$ cat src/rtl/pipe_ctrl.sv
// Pipeline hazard controller: stall fan-out, exception flush FSM, stall watchdog and stall counter.
// stall_o is combinational in the same cycle; flush_o/new_pc_o/counters are registered one edge later.
module pipe_ctrl #(
  parameter int NUM_STAGES   = 6,
  parameter int FLUSH_CYCLES = 1,
  parameter int STALL_LIMIT  = 8,
  parameter int CNT_W        = 32,
  parameter int ADDR_W       = 32
) (
  input  logic                  clk,
  input  logic                  rst,
  input  logic [NUM_STAGES-1:0] stallreq_i,
  input  logic                  excp_i,
  input  logic [ADDR_W-1:0]     excp_pc_i,
  input  logic                  clear_cnt_i,
  output logic [NUM_STAGES-1:0] stall_o,
  output logic                  flush_o,
  output logic [ADDR_W-1:0]     new_pc_o,
  output logic [CNT_W-1:0]      stall_cycles_o,
  output logic                  stall_timeout_o
);

  localparam int FC_W = $clog2(FLUSH_CYCLES + 1);
  localparam int SC_W = $clog2(STALL_LIMIT + 1);

  typedef enum logic {RUN, FLUSH} state_t;

  state_t            state_q, state_d;
  logic [FC_W-1:0]   fcnt_q, fcnt_d;
  logic [ADDR_W-1:0] pc_d;
  logic [SC_W-1:0]   scnt_q;
  logic              stall_any;
  logic              acc;

  always_comb begin
    state_d = state_q;
    fcnt_d  = fcnt_q;
    pc_d    = new_pc_o;
    case (state_q)
      RUN: begin
        if (excp_i) begin
          state_d = FLUSH;
          fcnt_d  = FC_W'(FLUSH_CYCLES);
          pc_d    = excp_pc_i;
        end
      end
      FLUSH: begin
        // Leave on the edge where the remaining count hits zero.
        fcnt_d = fcnt_q - FC_W'(1);
        if (fcnt_q == FC_W'(1)) state_d = RUN;
      end
      default: state_d = RUN;
    endcase
  end

  // A stall at stage r must freeze every older stage j <= r, so OR-down from the top.
  always_comb begin
    stall_o = '0;
    acc     = 1'b0;
    if (rst && (state_q == RUN) && !excp_i) begin
      for (int j = NUM_STAGES - 1; j >= 0; j--) begin
        acc        = acc | stallreq_i[j];
        stall_o[j] = acc;
      end
    end
  end

  assign stall_any = |stall_o;

  always_ff @(posedge clk) begin
    if (!rst) begin
      state_q         <= RUN;
      fcnt_q          <= '0;
      flush_o         <= 1'b0;
      new_pc_o        <= '0;
      scnt_q          <= '0;
      stall_cycles_o  <= '0;
      stall_timeout_o <= 1'b0;
    end else begin
      state_q  <= state_d;
      fcnt_q   <= fcnt_d;
      flush_o  <= (state_d == FLUSH);
      new_pc_o <= pc_d;

      if (stall_any) begin
        if (scnt_q != SC_W'(STALL_LIMIT)) scnt_q <= scnt_q + SC_W'(1);
        if (scnt_q == SC_W'(STALL_LIMIT - 1)) stall_timeout_o <= 1'b1;
      end else begin
        scnt_q <= '0;
      end

      if (clear_cnt_i) begin
        stall_cycles_o <= '0;
      end else if (stall_o[0] && (stall_cycles_o != '1)) begin
        stall_cycles_o <= stall_cycles_o + CNT_W'(1);
      end
    end
  end

endmodule

$ cat config.mk
export PLATFORM = sky130hd
export DESIGN_NAME = pipe_ctrl
export DESIGN_NICKNAME = d
export VERILOG_FILES = /design/src/rtl/pipe_ctrl.sv
export SDC_FILE = /design/constraint.sdc
export NUM_CORES = 1
export LEC_CHECK = 0
export BUFFER_PORTS_ARGS = -buffer_cell sky130_fd_sc_hd__buf_2
export CORE_UTILIZATION = 47
export CTS_BUF_LIST = sky130_fd_sc_hd__clkbuf_2 sky130_fd_sc_hd__clkbuf_4 sky130_fd_sc_hd__clkbuf_8
export CTS_CLUSTER_DIAMETER = 30
export DETAILED_ROUTE_END_ITERATION = 8
export HOLD_SLACK_MARGIN = 0.15
export PLACE_DENSITY_LB_ADDON = 0.05
export SETUP_SLACK_MARGIN = 0.02
export SYNTH_ARGS = -nofsm -noshare
export SYNTH_HDL_FRONTEND = slang
export SYNTH_SLANG_ARGS = --single-unit
$ cat constraint.sdc
create_clock -name clk -period 1.8 [get_ports clk]
set_input_delay 0.09 -clock clk [delete_from_list [all_inputs] [get_ports clk]]
set_output_delay 0.09 -clock clk [all_outputs]
set_load 0.01 [all_outputs]
==> results of run 1 <==
==> flip-flops by register name (all words and copies together) (netlist names) <==
name             count
stall_cycles_o      32
scnt_q               4
state_q              1
stall_timeout_o      1
fcnt_q               1
new_pc_o            32
==> cell usage in the layout, fill, tap and decap left out, drive strengths merged, types with 10 or more instances in the layout <==
cell | netlist | layout
a21oi | 17 | 17
dfxtp | 71 | 71
clkbuf | 16 | 11
nor2 | 28 | 28
nand3 | 13 | 13
buf | 5 | 186
a21boi | 34 | 34
dlygate4sd3 | 0 | 33
nand2 | 87 | 87
nand4 | 11 | 11
inv | 10 | 10
==> worst paths after layout <==
kind,endpoint,depth (start not counted),startpoint,slack (ns)
setup / recovery,stall_cycles_o[29]$_SDFFE_PP0P_,6,state_q$_SDFF_PN0_,-0.06
hold / removal,stall_cycles_o[31]$_SDFFE_PP0P_,4,clear_cnt_i,0.19
setup reg to reg,stall_cycles_o[29]$_SDFFE_PP0P_,6,state_q$_SDFF_PN0_,-0.06
hold reg to reg,stall_timeout_o$_SDFFE_PN0P_,2,stall_timeout_o$_SDFFE_PN0P_,0.45
==> where the power goes <==
group	switching (mW)	internal, mW	total, mW
clock	0.611	0.814	1.42
sequential	0.0261	1.62	1.64
combinational	0.195	0.190	0.385
total	0.832	2.62	3.45
==> routing by layer <==
layer	GRT usage (%)	vias to the layer above	routed length, um
met5	0	-	0
met3	4.81	23	521
met2	50.8	122	5210
met1	31.6	1659	4100
met4	12.3	0	248
li1	-	1813	-
==> area by class of cell <==
cell class | count | area (um2) | share of cell area [%]
tap | 96 | 120 | 2.31
clock buffer | 11 | 139 | 2.67
timing repair buffer | 219 | 1470 | 28.2
sequential | 71 | 1450 | 28.0
inverter | 11 | 46.3 | 0.891
multi-input combinational | 293 | 1890 | 36.4
clock inverter | 5 | 82.6 | 1.59
==> repair_timing <==
| item | CTS | global route |
|---|---|---|
| hold buffers | 33 | 0 |
| resized for setup | 14 | 21 |
| endpoints found under the hold margin | 34 | 0 |
| pin swaps | 2 | 14 |
| setup endpoints to repair | 24 | 30 |
| setup buffers | 0 | 6 |
==> synth_stat cells (2+ instances only) <==
cell type / instances / area share (%)
a211oi_1: 3 / 0.68
a21boi_0: 34 / 7.7
a21o_1: 3 / 0.68
a21oi_1: 17 / 2.6
and3_1: 2 / 0.38
and4_1: 6 / 1.6
buf_2: 3 / 0.45
clkbuf_1: 16 / 1.8
dfxtp_1: 71 / 43
ha_1: 3 / 1.1
inv_1: 10 / 1.1
mux2i_1: 4 / 1.2
nand2_1: 85 / 9.6
nand2b_1: 6 / 1.1
nand3_1: 13 / 2.0
nand3b_1: 2 / 0.45
nand4_1: 9 / 1.7
nor2_1: 27 / 3.1
nor3_1: 6 / 0.91
nor4_1: 3 / 0.57
o211ai_1: 4 / 0.91
o21ai_1: 3 / 0.45
o31ai_1: 9 / 2.0
or3_1: 5 / 0.94
or4_1: 9 / 2.0
xnor2_1: 6 / 1.6
xor2_1: 5 / 1.3
==> cell families after synthesis <==
| group | after synthesis | share of synthesized area (%) |
|---|---|---|
| adders and majority gates | 3 | 1.13 |
| DFF | 71 | 42.9 |
| AOI/OAI and AO/OA | 88 | 19.4 |
| muxes | 4 | 1.21 |
| xor gates and xnor gates | 11 | 2.91 |
| and+or+nand+nor | 187 | 28.3 |
| buffers and inverters | 32 | 4.12 |
==> worst max-delay path, cell delays in order, from the launching register on <==
cell and delay, ns:
dfxtp_2 0.33, or3b_4 0.37, a21o_1 0.20, clkinv_4 0.10, o211ai_1 0.14, or4_1 0.54, a21oi_1 0.12
==> run summary, run 1 <==
Worst Hold Class: input pin to flop
Power Density: 665 nW/um2
outcome: finished, violations left
Worst setup EP type: flop
Slew headroom: 77.6%
Final Hold Viols: 0
dpl hpwl: 6710 um
RePlAce Congestion: 0.869
CTS sink count: 71
Clock Tree Buf Depth: 2
Clk Latency, worst-skew pair: 0.35 ns
Worst Setup Start Kind: flop
area of the mapped netlist: 3310 um2
worst setup path class: flop to flop
num ports: 114
final period utilization: 103%
layout cells sized above 1: 41.1%
initial antenna violation count: 0
clock-pin slew on the worst setup and hold paths: 0.08 ns
maximum fanout along the worst path: 8
setup TNS: -0.0894 ns
final setup fails: 3
Chip Width: 86.0 um
WP data arrival: 2.14 ns
Layout Nets: 650
Top FF cell, synth: dfxtp_1
CTS H-tree depth: 3
Post-Layout Cell Count: 706
gr usage total: 27.8%
# Max-Cap Violations: 0
VDD IR-drop max: 0.000413 V
DP Worst Slack: -0.0447 ns
Routed Antenna Nets: 0
Mapped Nets: 441
Static Leak: 2.32 nW
Yosys warning total: 0
Pwr Total: 3.45 mW
Layout Cell Area excl Fill: 5200 um2
Via density: 5.12
number of global-route vias before repair: 3,481
sequential area share after synthesis: 42.9%
dpl cells: 651
placed inst area: 4460 um2
final antenna diode count: 0
Yosys reg bits: 71
Post-Syn Instances: 396
die height: 86.0 um
Final WS setup: -0.0574 ns
via count: 3,617
Max Fclk: 538 MHz
Root Driver: clkbuf_8
DRC Markers: 0
total core area: 6790 um2
worst hold slack: 0.190 ns
RSZ-0062 raised after global routing: true
drt first pass iters: 4
Buffers on Ports: 113
cts bufs inserted: 9
Die ar.: 7390 um2
P&R area growth vs syn: 56.9%
Slew @ Worst Pin: 0.333 ns
Slew Viols, Final: 0
CTS tree: done
data required time at the worst endpoint: 2.09 ns
failing checks: setup timing
num rows: 30
Async SR Flop Fraction: 0%
Yosys cell types: 59
total grt overflow: 0
Post-synth EDFFs: 0
syn_area_per_cell: 8.37 um2
DR iter-0 viols: 104
clk_skew: 0.00880 ns
final WL: 10,100 um
Final Util: 76.5%
initial core utilization: 48.8%
min Tclk post-route: 1.86 ns
fill count: 503
largest net degree at the start of global routing: 38
wire per inst: 14.3 um
first-pass GRT wire length: 16,100 um
(Power assumes the default switching activity.)
==> run 2, diff against run 1 <==
- CORE_UTILIZATION: 47 -> 28
- SETUP_SLACK_MARGIN: 0.02 -> not set
==> run 2 against run 1 <==
Effect of this change: non-clock buffer count increased by 7; global-route usage shrank 11 points; clock skew up 0.0012 ns; routed wire length grew 5.1%; the flow still finishes with violations (setup timing).
==> run summary, run 2 (same netlist as run 1, synthesis figures left out) <==
worst setup path class: flop to flop
Clock Tree Buf Depth: 2
hold path cells: 4
Hold Crit Start: clear_cnt_i
wire per inst: 13.9 um
num ports: 114
most frequent cells in the layout: buf_2 (112), nand2_1 (85), buf_4 (74), dfxtp_1 (52), a21boi_0 (33)
Pwr Total: 3.46 mW
gr usage total: 16.9%
worst hold slack: 0.199 ns
Die ar.: 12,300 um2
biggest regs: new_pc_o (32), stall_cycles_o (32), scnt_q (4)
RePlAce Congestion: 0.816
Layout Cell Area excl Fill: 5380 um2
num rows: 39
failing checks: setup timing
Slew Viols, Final: 0
top sig layer: met4
Worst setup EP type: flop
outcome: finished, violations left
min Tclk post-route: 1.84 ns
placed inst area: 4560 um2
DRC Markers: 0
Power Density: 643 nW/um2
initial antenna violation count: 0
P&R area growth vs syn: 62.3%
Max Fclk: 543 MHz
CTS sink count: 71
clk_skew: 0.00995 ns
Layout Nets: 660
initial core utilization: 28.9%
DR iter-0 viols: 137
maximum fanout along the worst path: 5
# Max-Cap Violations: 0
Chip Width: 111 um
commonest non-fill, non-tap cell in the layout: buf_2
Reg2Reg Launch Point: stall_cycles_o[23]$_SDFFE_PP0P_
Via density: 4.70
final antenna diode count: 0
die height: 111 um
Met1 Wirelength: 4970 um
setup TNS: -0.0850 ns
RSZ-0062 raised after global routing: true
CTS H-tree depth: 3
VDD IR-drop max: 0.000404 V
Worst Hold Class: input pin to flop
drt first pass iters: 4
first-pass GRT wire length: 16,700 um
Buffers on Ports: 113
final WL: 10,600 um
number of global-route vias before repair: 3,347
largest net degree at the start of global routing: 38
Clk Latency, worst-skew pair: 0.35 ns
WP data arrival: 2.08 ns
CTS tree: done
dpl hpwl: 7440 um
Post-Layout Cell Count: 762
Worst R2R End: stall_cycles_o[29]$_SDFFE_PP0P_
WL met3: 527 um
clock-pin slew on the worst setup and hold paths: 0.08 ns
Final Util: 46.9%
Slew headroom: 76.9%
Worst Setup Start Kind: flop
total core area: 11,500 um2
via count: 3,583
dpl cells: 705
DP Worst Slack: -0.0426 ns
Routed Antenna Nets: 0
fill count: 1,118
metal2 WL: 4970 um
Root Driver: clkbuf_8
final period utilization: 102%
Slew @ Worst Pin: 0.347 ns
Final WS setup: -0.0421 ns
Final Hold Viols: 0
data required time at the worst endpoint: 2.04 ns
flop2flop setup slack: -0.04 ns
worst r2r path cells: 7
layout cells sized above 1: 43.3%
final setup fails: 3
cts bufs inserted: 9
total grt overflow: 0
Static Leak: 2.37 nW
Worst Hold Path EP: stall_cycles_o[31]$_SDFFE_PP0P_
[run 2: layer usage]
layer	global-route usage [%]	vias up
li1	-	1844
met1	21.3	1632
met2	28.1	98
met3	4.59	9
met4	5.07	0
met5	0	-
[run 2: what timing repair did]
action,4_1_cts,5_1_grt
gates cloned,0,3
hold endpoints to repair,32,0
pin swaps,1,21
setup buffers,0,8
endpoints found under the setup margin,18,28
hold buffers,32,0
resized for setup,7,42
[run 2: final cells by class]
type                            count  area, um2  area share [%]
Sequential cell                    71       1460            27.1
Clock buffer                       10        138            2.56
Clock inverter                      5       82.6            1.54
Tap cell                          143        179            3.33
Multi-Input combinational cell    296       1950            36.2
Inverter                           11       46.3           0.861
Timing Repair Buffer              226       1530            28.4
[run 2: critical path: stages (launching register included)]
cell,delay [ns]
dfxtp_2,0.35
nand4_1,0.17
buf_6,0.20
or3_4,0.37
buf_4,0.15
o211ai_1,0.27
or4_1,0.16
a21oi_1,0.05
[run 2: worst max-delay path by stage]
stage	slack, ns	endpoint	cells after the start	from
5_1_grt	-0.15	stall_cycles_o[29]$_SDFFE_PP0P_	6	state_q$_SDFF_PN0_
3_5_place_dp	-0.04	stall_cycles_o[29]$_SDFFE_PP0P_	6	state_q$_SDFF_PN0_
4_1_cts	-0.04	stall_cycles_o[29]$_SDFFE_PP0P_	6	state_q$_SDFF_PN0_
3_3_place_gp	-0.02	stall_cycles_o[29]$_SDFFE_PP0P_	6	state_q$_SDFF_PN0_
2_1_floorplan	-0.04	stall_cycles_o[30]$_SDFFE_PP0P_	7	state_q$_SDFF_PN0_
6_report	-0.04	stall_cycles_o[29]$_SDFFE_PP0P_	7	stall_cycles_o[23]$_SDFFE_PP0P_
[run 2: where the power goes]
part	internal (mW)	switching [mW]
sequential	1.61	0.0250
combinational	0.198	0.197
clock	0.813	0.611
total	2.63	0.833
==> run 3, diff against run 2 <==
- TNS_END_PERCENT: not set -> 1
==> run 3 against run 2 <==
Effect of this change: the run still ends with setup timing left; design area down 3.6%; non-clock buffer count decreased by 9; largest power group unchanged; sequential power is essentially flat; core utilization shrank 1.7 points; worst hold slack worse by 0.017 ns; clock power barely moved; register-to-register slack hardly changed; clock skew is essentially flat; flip-flop and latch count did not move; highest routed layer unchanged; die area unchanged; first-iteration DRC count increased by 3.6%.
==> run summary, run 3 (same netlist as run 1, synthesis figures left out) <==
num ports: 114
Worst Setup Start Kind: flop
clock-pin slew on the worst setup and hold paths: 0.08 ns
final period utilization: 102%
Final Util: 45.2%
CTS sink count: 71
Layout Nets: 649
Post-Layout Cell Count: 752
Chip Width: 111 um
Reg area: 1440 um2
Final WS setup: -0.0386 ns
via count: 3,502
Clk Latency, worst-skew pair: 0.36 ns
data required time at the worst endpoint: 2.10 ns
Clock Tree Buf Depth: 2
footprint of the multi-input gates: 1850 um2
initial core utilization: 28.9%
RePlAce Congestion: 0.815
Root Driver: clkbuf_8
# Max-Cap Violations: 0
drt first pass iters: 4
Routed Antenna Nets: 0
cts bufs inserted: 9
initial antenna violation count: 0
total grt overflow: 0
RSZ-0062 raised after global routing: true
min Tclk post-route: 1.84 ns
P&R area growth vs syn: 56.5%
Static Leak: 2.30 nW
layout cells sized above 1: 40.1%
dpl hpwl: 7360 um
fill count: 1,175
failing checks: setup timing
CTS tree: done
largest net degree at the start of global routing: 38
Slew headroom: 76.0%
Buffers on Ports: 113
worst setup path class: flop to flop
num rows: 39
Final Hold Viols: 0
Slew Viols, Final: 0
clk_skew: 0.00945 ns
maximum fanout along the worst path: 5
VDD IR-drop max: 0.000409 V
Worst Hold Class: input pin to flop
biggest regs: new_pc_o (32), stall_cycles_o (32), scnt_q (4)
DRC Markers: 0
outcome: finished, violations left
Via density: 4.66
DR iter-0 viols: 142
DP Worst Slack: -0.0904 ns
first-pass GRT wire length: 16,400 um
gr usage total: 17.1%
final WL: 10,300 um
Die ar.: 12,300 um2
WP data arrival: 2.14 ns
Power Density: 660 nW/um2
Slew @ Worst Pin: 0.358 ns
Worst setup EP type: flop
final setup fails: 7
most frequent cells in the layout: buf_2 (113), nand2_1 (85), buf_4 (68), dfxtp_1 (55), a21boi_0 (33)
wire per inst: 13.7 um
commonest non-fill, non-tap cell in the layout: buf_2
dpl cells: 701
final antenna diode count: 0
number of global-route vias before repair: 3,272
total core area: 11,500 um2
die height: 111 um
CTS H-tree depth: 3
Max Fclk: 544 MHz
## run 3: cell types whose count changed in the layout (fill, tap and decap cells not counted), sizes merged
cell    change
o21ai       -1
bufinv      -1
or4         -1
clkbuf      +3
o211ai      -1
buf         -9
## run 3: worst paths after layout
check | start | endpoint | slack [ns] | cells past startpoint
setup / recovery | state_q$_SDFF_PN0_ | stall_cycles_o[29]$_SDFFE_PP0P_ | -0.04 | 6
hold / removal | clear_cnt_i | stall_cycles_o[30]$_SDFFE_PP0P_ | 0.18 | 4
setup reg to reg | state_q$_SDFF_PN0_ | stall_cycles_o[29]$_SDFFE_PP0P_ | -0.04 | 6
hold reg to reg | stall_timeout_o$_SDFFE_PN0P_ | stall_timeout_o$_SDFFE_PN0P_ | 0.46 | 2
## run 3: what timing repair did
| item | in CTS | in global routing |
|---|---|---|
| buffers inserted | 0 | 2 |
| pin swaps | 2 | 7 |
| gates cloned | 0 | 1 |
| resized for setup | 9 | 16 |
| endpoints found under the hold margin | 32 | 0 |
| hold buffers | 32 | 0 |
| endpoints found under the setup margin | 20 | 31 |
## run 3: cell type report
class                           count  area share (%)
Timing Repair inverter              1          0.0965
Timing Repair Buffer              217            28.0
Inverter                           11           0.893
Multi-Input combinational cell    293            35.6
Clock inverter                      3           0.772
Sequential cell                    71            27.9
Tap cell                          143            3.45
Clock buffer                       13            3.33
## run 3: worst max-delay path: stages, from the launching register on
cell and delay (ns):
dfxtp_2 0.32, or3b_4 0.37, a21o_4 0.22, clkinv_4 0.08
o211ai_1 0.15, or4_1 0.50, a21oi_1 0.14
## run 3: power breakdown
group / total (mW) / leakage (nW) / internal, mW / switching, mW
clock network: 1.39 / 0.113 / 0.765 / 0.623
logic: 0.388 / 1.60 / 0.195 / 0.194
registers: 1.65 / 0.586 / 1.62 / 0.0247
## run 3: routing by layer
| metal | share of wire (%) | track usage, % | vias to the layer above |
|---|---|---|---|
| met4 | 2.1 | 8.44 | 0 |
| li1 | - | - | 1809 |
| met3 | 4.3 | 3.28 | 13 |
| met2 | 48 | 28.0 | 92 |
| met5 | 0 | 0 | - |
| met1 | 46 | 21.5 | 1588 |
## run 3: through the flow
stage | instance area (um2) | power [mW] | hold slack [ns] | setup TNS [ns]
floorplan | 3340 | 1.86 | 0.235 | -0.407
global placement | 4530 | 2.01 | 0.340 | -0.444
detailed placement | 4530 | 2.02 | 0.346 | -0.723
CTS | 5090 | 3.48 | 0.168 | -0.310
global route | 5180 | 3.58 | 0.210 | -1.06
finish | 5180 | 3.42 | 0.182 | -0.198
